### config.mk
export PLATFORM = sky130hd
export DESIGN_NAME = load_store_unit_flat
export DESIGN_NICKNAME = d
export VERILOG_FILES = /design/src/rtl/load_store_unit_if.sv /design/src/rtl/load_store_unit.sv /design/src/flat_wrapper.sv
export SDC_FILE = /design/constraint.sdc
export NUM_CORES = 1
export LEC_CHECK = 0
export BUFFER_PORTS_ARGS = -buffer_cell sky130_fd_sc_hd__buf_2
export CAP_MARGIN = 20
export CORE_MARGIN = 1.5
export CORE_UTILIZATION = 52
export CTS_CLUSTER_SIZE = 30
export DETAILED_ROUTE_END_ITERATION = 10
export PLACE_DENSITY = 0.81
export SLEW_MARGIN = 20
export SYNTH_ARGS = -nofsm -noshare
export SYNTH_HDL_FRONTEND = slang
export SYNTH_SLANG_ARGS = --single-unit
### constraint.sdc
create_clock -name clk -period 4.95 [get_ports clk]
set_clock_uncertainty 0.15 [all_clocks]
set_input_delay 0.495 -clock clk [delete_from_list [all_inputs] [get_ports clk]]
set_output_delay 0.495 -clock clk [all_outputs]
set_load 0.03 [all_outputs]
### src/rtl/load_store_unit_if.sv
// Request/response and data_memory bus of load_store_unit, plus the data_memory
// write-control encoding shared by the unit and whatever drives/models data_memory.
package load_store_unit_pkg;
  typedef enum logic [1:0] {
    DATA_MEM_NO_WR = 2'd0,
    DATA_MEM_B_WR  = 2'd1,
    DATA_MEM_H_WR  = 2'd2,
    DATA_MEM_W_WR  = 2'd3
  } DataMemWrControl;
endpackage

interface load_store_unit_if;
  import load_store_unit_pkg::*;

  // Handshake: a request transfers on a rising edge where req_valid && req_ready;
  // req_ready is high only while the unit is idle, and request fields are ignored
  // otherwise. resp_valid is a single-cycle pulse with no back-pressure; resp_rdata
  // and resp_fault hold until the next response.
  logic            req_valid;
  logic            req_ready;
  logic            req_we;
  logic [1:0]      req_size;
  logic            req_unsigned;
  logic [31:0]     req_addr;
  logic [31:0]     req_wdata;
  logic            resp_valid;
  logic [31:0]     resp_rdata;
  logic            resp_fault;
  DataMemWrControl mem_wr;
  logic [31:0]     mem_addr;
  logic [31:0]     mem_wr_data;
  logic [31:0]     mem_rd_data;

  modport slave (
    input  req_valid, req_we, req_size, req_unsigned, req_addr, req_wdata, mem_rd_data,
    output req_ready, resp_valid, resp_rdata, resp_fault, mem_wr, mem_addr, mem_wr_data
  );

  modport master (
    output req_valid, req_we, req_size, req_unsigned, req_addr, req_wdata, mem_rd_data,
    input  req_ready, resp_valid, resp_rdata, resp_fault, mem_wr, mem_addr, mem_wr_data
  );
endinterface

### src/rtl/load_store_unit.sv
// Blocking load/store unit between execute and data_memory with range/size checks.
// Optional macro LSU_MISALIGN_TRAP_EN makes misaligned half/word accesses fault.
module load_store_unit
  import load_store_unit_pkg::*;
#(
  parameter int DATA_MEM_DEPTH = 512
) (
  input  logic               clk,
  input  logic               rst,
  load_store_unit_if.slave   bus,
  output logic [1:0]         o_dbg_state
);

  typedef enum logic [1:0] {
    ST_IDLE   = 2'd0,
    ST_ACCESS = 2'd1,
    ST_WAIT   = 2'd2,
    ST_RESP   = 2'd3
  } state_t;

  localparam logic [32:0] LAST_BYTE = 33'(DATA_MEM_DEPTH * 4 - 1);

  state_t      r_state;
  state_t      w_next;
  logic        r_we;
  logic [1:0]  r_size;
  logic        r_unsigned;
  logic [31:0] r_mem_addr;
  logic [31:0] r_mem_wr_data;
  logic        r_resp_valid;
  logic        r_resp_fault;
  logic [31:0] r_resp_rdata;

  logic        w_accept;
  logic [32:0] w_nbytes;
  logic [32:0] w_last;
  logic        w_misalign;
  logic        w_fault;
  logic [31:0] w_ext;

  assign w_accept = (r_state == ST_IDLE) && bus.req_valid;

  always_comb begin
    w_nbytes = 33'd4;
    case (bus.req_size)
      2'b00:   w_nbytes = 33'd1;
      2'b01:   w_nbytes = 33'd2;
      default: w_nbytes = 33'd4;
    endcase
  end

  // 33-bit end address so a request near 2^32 cannot wrap back into range.
  assign w_last = {1'b0, bus.req_addr} + w_nbytes - 33'd1;

`ifdef LSU_MISALIGN_TRAP_EN
  assign w_misalign = ((bus.req_size == 2'b01) && bus.req_addr[0]) ||
                      ((bus.req_size == 2'b10) && (bus.req_addr[1:0] != 2'b00));
`else
  assign w_misalign = 1'b0;
`endif

  assign w_fault = (bus.req_size == 2'b11) || (w_last > LAST_BYTE) || w_misalign;

  always_comb begin
    w_next = r_state;
    case (r_state)
      ST_IDLE:   if (bus.req_valid) w_next = w_fault ? ST_RESP : ST_ACCESS;
      ST_ACCESS: w_next = r_we ? ST_RESP : ST_WAIT;
      ST_WAIT:   w_next = ST_RESP;
      ST_RESP:   w_next = ST_IDLE;
      default:   w_next = ST_IDLE;
    endcase
  end

  always_comb begin
    w_ext = bus.mem_rd_data;
    case (r_size)
      2'b00:   w_ext = {{24{~r_unsigned & bus.mem_rd_data[7]}}, bus.mem_rd_data[7:0]};
      2'b01:   w_ext = {{16{~r_unsigned & bus.mem_rd_data[15]}}, bus.mem_rd_data[15:0]};
      default: w_ext = bus.mem_rd_data;
    endcase
  end

  always_ff @(posedge clk) begin
    if (rst) begin
      r_state       <= ST_IDLE;
      r_we          <= 1'b0;
      r_size        <= 2'b00;
      r_unsigned    <= 1'b0;
      r_mem_addr    <= 32'd0;
      r_mem_wr_data <= 32'd0;
      r_resp_valid  <= 1'b0;
      r_resp_fault  <= 1'b0;
      r_resp_rdata  <= 32'd0;
    end else begin
      r_state      <= w_next;
      r_resp_valid <= (w_next == ST_RESP);
      if (w_accept) begin
        r_we       <= bus.req_we;
        r_size     <= bus.req_size;
        r_unsigned <= bus.req_unsigned;
        if (w_fault) begin
          r_resp_fault <= 1'b1;
          r_resp_rdata <= 32'd0;
        end else begin
          r_mem_addr    <= bus.req_addr;
          r_mem_wr_data <= bus.req_wdata;
        end
      end
      // Response registers only change on the edge that enters RESP.
      if ((r_state == ST_ACCESS) && r_we) begin
        r_resp_fault <= 1'b0;
        r_resp_rdata <= 32'd0;
      end
      if (r_state == ST_WAIT) begin
        r_resp_fault <= 1'b0;
        r_resp_rdata <= w_ext;
      end
    end
  end

  // Write strobe is decoded combinationally so reset can suppress an in-flight store.
  always_comb begin
    bus.mem_wr = DATA_MEM_NO_WR;
    if (!rst && (r_state == ST_ACCESS) && r_we) begin
      case (r_size)
        2'b00:   bus.mem_wr = DATA_MEM_B_WR;
        2'b01:   bus.mem_wr = DATA_MEM_H_WR;
        default: bus.mem_wr = DATA_MEM_W_WR;
      endcase
    end
  end

  assign bus.req_ready   = (r_state == ST_IDLE);
  assign bus.resp_valid  = r_resp_valid;
  assign bus.resp_fault  = r_resp_fault;
  assign bus.resp_rdata  = r_resp_rdata;
  assign bus.mem_addr    = r_mem_addr;
  assign bus.mem_wr_data = r_mem_wr_data;
  assign o_dbg_state     = r_state;

endmodule

### src/flat_wrapper.sv
// flat-port wrapper written by rule: the top's interface ports become plain ports
module load_store_unit_flat import load_store_unit_pkg::*;
#(
  parameter int DATA_MEM_DEPTH = 512
)
  (clk, rst, o_dbg_state, bus_req_valid, bus_req_we, bus_req_size, bus_req_unsigned, bus_req_addr, bus_req_wdata, bus_mem_rd_data, bus_req_ready, bus_resp_valid, bus_resp_rdata, bus_resp_fault, bus_mem_wr, bus_mem_addr, bus_mem_wr_data);
  load_store_unit_if bus_i ();
  input  logic clk;
  input  logic rst;
  output logic [1:0] o_dbg_state;
  input wire logic [$bits(bus_i.req_valid)-1:0] bus_req_valid;
  input wire logic [$bits(bus_i.req_we)-1:0] bus_req_we;
  input wire logic [$bits(bus_i.req_size)-1:0] bus_req_size;
  input wire logic [$bits(bus_i.req_unsigned)-1:0] bus_req_unsigned;
  input wire logic [$bits(bus_i.req_addr)-1:0] bus_req_addr;
  input wire logic [$bits(bus_i.req_wdata)-1:0] bus_req_wdata;
  input wire logic [$bits(bus_i.mem_rd_data)-1:0] bus_mem_rd_data;
  output wire logic [$bits(bus_i.req_ready)-1:0] bus_req_ready;
  output wire logic [$bits(bus_i.resp_valid)-1:0] bus_resp_valid;
  output wire logic [$bits(bus_i.resp_rdata)-1:0] bus_resp_rdata;
  output wire logic [$bits(bus_i.resp_fault)-1:0] bus_resp_fault;
  output wire logic [$bits(bus_i.mem_wr)-1:0] bus_mem_wr;
  output wire logic [$bits(bus_i.mem_addr)-1:0] bus_mem_addr;
  output wire logic [$bits(bus_i.mem_wr_data)-1:0] bus_mem_wr_data;
  assign bus_i.req_valid = bus_req_valid;
  assign bus_i.req_we = bus_req_we;
  assign bus_i.req_size = bus_req_size;
  assign bus_i.req_unsigned = bus_req_unsigned;
  assign bus_i.req_addr = bus_req_addr;
  assign bus_i.req_wdata = bus_req_wdata;
  assign bus_i.mem_rd_data = bus_mem_rd_data;
  assign bus_req_ready = bus_i.req_ready;
  assign bus_resp_valid = bus_i.resp_valid;
  assign bus_resp_rdata = bus_i.resp_rdata;
  assign bus_resp_fault = bus_i.resp_fault;
  assign bus_mem_wr = bus_i.mem_wr;
  assign bus_mem_addr = bus_i.mem_addr;
  assign bus_mem_wr_data = bus_i.mem_wr_data;
  load_store_unit #(.DATA_MEM_DEPTH(DATA_MEM_DEPTH)) u_core (.clk(clk), .rst(rst), .bus(bus_i), .o_dbg_state(o_dbg_state));
endmodule
==> impl_metrics.csv <==
group,metric,value,unit
run_status,status,"complete, no violations",
routing,wl,19800,microns
pwr,p_per_area,342,mW/mm^2
die,core_area,0.0121,sq mm
timing,relSlewSlack,0.486,
routing,wire_per_inst,17.6,microns
pwr,p_leak,3.32,nW
timing,period_minus_slack,4130,ps
die,dieWidth,115,microns
die,fp-row-count,40,
clock_tree,clkSlewWorstSetupHoldPaths,70,ps
worst_setup_path,crit_path_end_kind,"flop",
place,dpl-instance-area,0.00750,sq mm
worst_setup_path,crit_family,"compound AO/OA/AOI/OAI gates",
cells_and_area,final_common_cell,"buf_2",
logic_synthesis,synth_area_leader_cell,"dfxtp_1",
routing,drt-initial-drc-count,506,
place,port_buffers,205,
place,routabilityCongestion,0.970,
clock_tree,postCtsSetupBuffers,0,
routing,vias,6968,
clock_tree,htreeDepth,3,
pwr,vdd_ir_drop_max,266,uV
cells_and_area,fin_area,0.00778,sq mm
logic_synthesis,syn_inst,799,
worst_setup_path,critical-path-slowest-cell,"or3_1",
logic_synthesis,yosysTopAreaCellShare,0.319,
routing,remaining_drc_errors,0,
worst_setup_path,crit_required,5080,ps
run,drv_cap,0,
grt,grt_pass1_vias,6375,
grt,grt_pass1_wl,31400,microns
timing,tns,0,ps
clock_tree,cts_tree,"done",
logic_synthesis,synthArstFlopShare,0,
clock_tree,cts_buffers,9,
clock_tree,clock-sinks,104,
worst_setup_path,crit_type,"primary input to flop",
grt,overflow,0,
timing,setup-violations-final,0,
timing,timing.final.crit_share,0.835,
grt,grtUsageTotal,0.294,
routing,viasPerCell,6.18,
routing,dr.pass1.iters,6,
logic_synthesis,synth_enable_flop_cells,0,
logic_synthesis,syn-num-nets,940,
cells_and_area,num_antenna_cells,0,
logic_synthesis,synth_cell_types,69,
logic_synthesis,ys_ff_latch,104,
die,die_h,115,microns
worst_setup_path,path_buf_inv,5,
logic_synthesis,synth-seq-area-share,0.319,
cells_and_area,area_growth,19.3,%
logic_synthesis,synthFlopType,"dfxtp_1",
timing,tightest_slew,771,ps
timing,max_freq,242,MHz
logic_synthesis,syn-cell-area,0.00653,sq mm
worst_setup_path,worstPathMaxFanout,66,
logic_synthesis,synth_area_leaders,"dfxtp_1 32%, nand4_1 7.9%, a21oi_1 7.7%",
die,initial_core_util,0.539,
cells_and_area,drive_gt1_frac,0.274,
hold_path,hold_path.class,"primary input to flop",
routing,ant_nets,0,
place,hpwlAfterDp,14500,microns
clock_tree,cts_max_path_buffers,2,
timing,drv_slew,0,
worst_setup_path,startpoint_type,"primary input",
clock_tree,cts_resized,0,
logic_synthesis,syn_area_per_cell,8.17,sq um
cells_and_area,fillers,1106,
cells_and_area,nets,1097,
clock_tree,clock_latency,330,ps
logic_synthesis,ys_warn_count,0,
grt,grt_max_degree,74,
grt,antenna_found_initial,0,
cells_and_area,layout_common_cells,"205 x buf_2, 104 x dfxtp_1, 100 x a21oi_1",
worst_setup_path,slowest_delay,400,ps
clock_tree,cts-root-buf,"clkbuf_16",
die,pin_count,206,
worst_setup_path,reg2reg_slack,2620,ps
timing,hold_viol,0,
die,die-area,0.0132,sq mm
worst_setup_path,worstPathCellList,"buf_2 > inv_1 > nand2_1 > ha_1 > inv_1 > ha_1 > fa_1 > a211oi_2 > o21a_1 > o22ai_1 > or3_1 > a221oi_1 > and4b_1 > nand4_1 > buf_12 > o21ai_2 > buf_4 > a32o_1",
worst_setup_path,arrival,4260,ps
clock_tree,cts_hold_buf,0,
timing,rsz0062_at_grt,"no",
==> routing by layer <==
layer	routed length [microns]	track usage	vias up
met3	1750	0.0727	39
met2	8850	0.460	335
li1	-	-	3343
met4	572	0.106	0
met1	8620	0.394	3251
met5	0	0	-
==> stage by stage <==
| step | worst slack (ps) | cells | util | total power (W) | hold slack (ps) |
|---|---|---|---|---|---|
| after detailed placement | 502 | 1113 | 0.619 | 0.00198 | 300 |
| final | 816 | 1127 | 0.643 | 0.00266 | 213 |
| after global placement | 590 | 1113 | 0.619 | 0.00197 | 293 |
| after floorplan | 1080 | 799 | - | 0.00170 | 287 |
| after global routing | 604 | 1127 | 0.643 | 0.00280 | 208 |
| after CTS | 856 | 1127 | 0.643 | 0.00266 | 203 |
==> cell usage after synthesis (all sizes together), types with 5 or more instances <==
master  instances
o31ai          64
o21a           11
nand2b         19
nor2           24
o211ai          8
nor3           17
o21ai          46
nand3           9
or3             5
buf            41
a211oi          8
dfxtp         104
a32o           25
ha             37
a21oi         103
clkbuf         33
inv            53
nand2          48
nand4          82
==> state kept, by name, indices dropped and copies added, names as in the netlist <==
register and cells:
u_core.bus.resp_rdata 32, u_core.bus.mem_wr_data 32, u_core.bus.resp_valid 1, u_core.bus.mem_addr 32, u_core.o_dbg_state 2, u_core.r_we 1, u_core.bus.resp_fault 1, u_core.r_unsigned 1
u_core.r_size 2
==> cells by family after synthesis <==
| kind of cell | after synthesis | share of synthesized area |
|---|---|---|
| adder cells (fa/ha/maj) | 38 | 0.0740 |
| multiplexers | 4 | 0.00633 |
| flip-flops | 104 | 0.319 |
| XOR/XNOR | 2 | 0.00268 |
| buffers and inverters | 127 | 0.0947 |
| AO/OA/AOI/OAI | 301 | 0.318 |
| AND/OR/NAND/NOR | 223 | 0.185 |
==> path summary, 6_finish.rpt <==
kind                                           startpoint                         to  cells after the start
worst max-delay path                      bus_req_size[1]  u_core.bus.resp_rdata[31]                     18
worst min-delay path                   bus_mem_rd_data[6]   u_core.bus.resp_rdata[6]                      2
worst min register to register  u_core.bus.resp_rdata[11]  u_core.bus.resp_rdata[11]                      2
worst max register to register      u_core.o_dbg_state[0]    u_core.bus.mem_addr[28]                      6
==> area by class of cell <==
cell class / count / area [sq um] / share of cell area
clock inverters: 5 / 57.6 / 0.00739
inverters: 53 / 199 / 0.0256
flip-flops and latches: 104 / 2080 / 0.267
multi-input cells: 568 / 3830 / 0.493
clock buffers: 9 / 225 / 0.0289
repair buffers: 220 / 1180 / 0.151
well taps: 168 / 210 / 0.0270
==> where the power goes <==
part / internal (W) / switching [W] / total, W
registers: 0.000921 / 0.0000522 / 0.000974
clock network: 0.000388 / 0.000296 / 0.000684
logic: 0.000294 / 0.000708 / 0.00100
No activity file was read; power rests on OpenSTA's default activity.
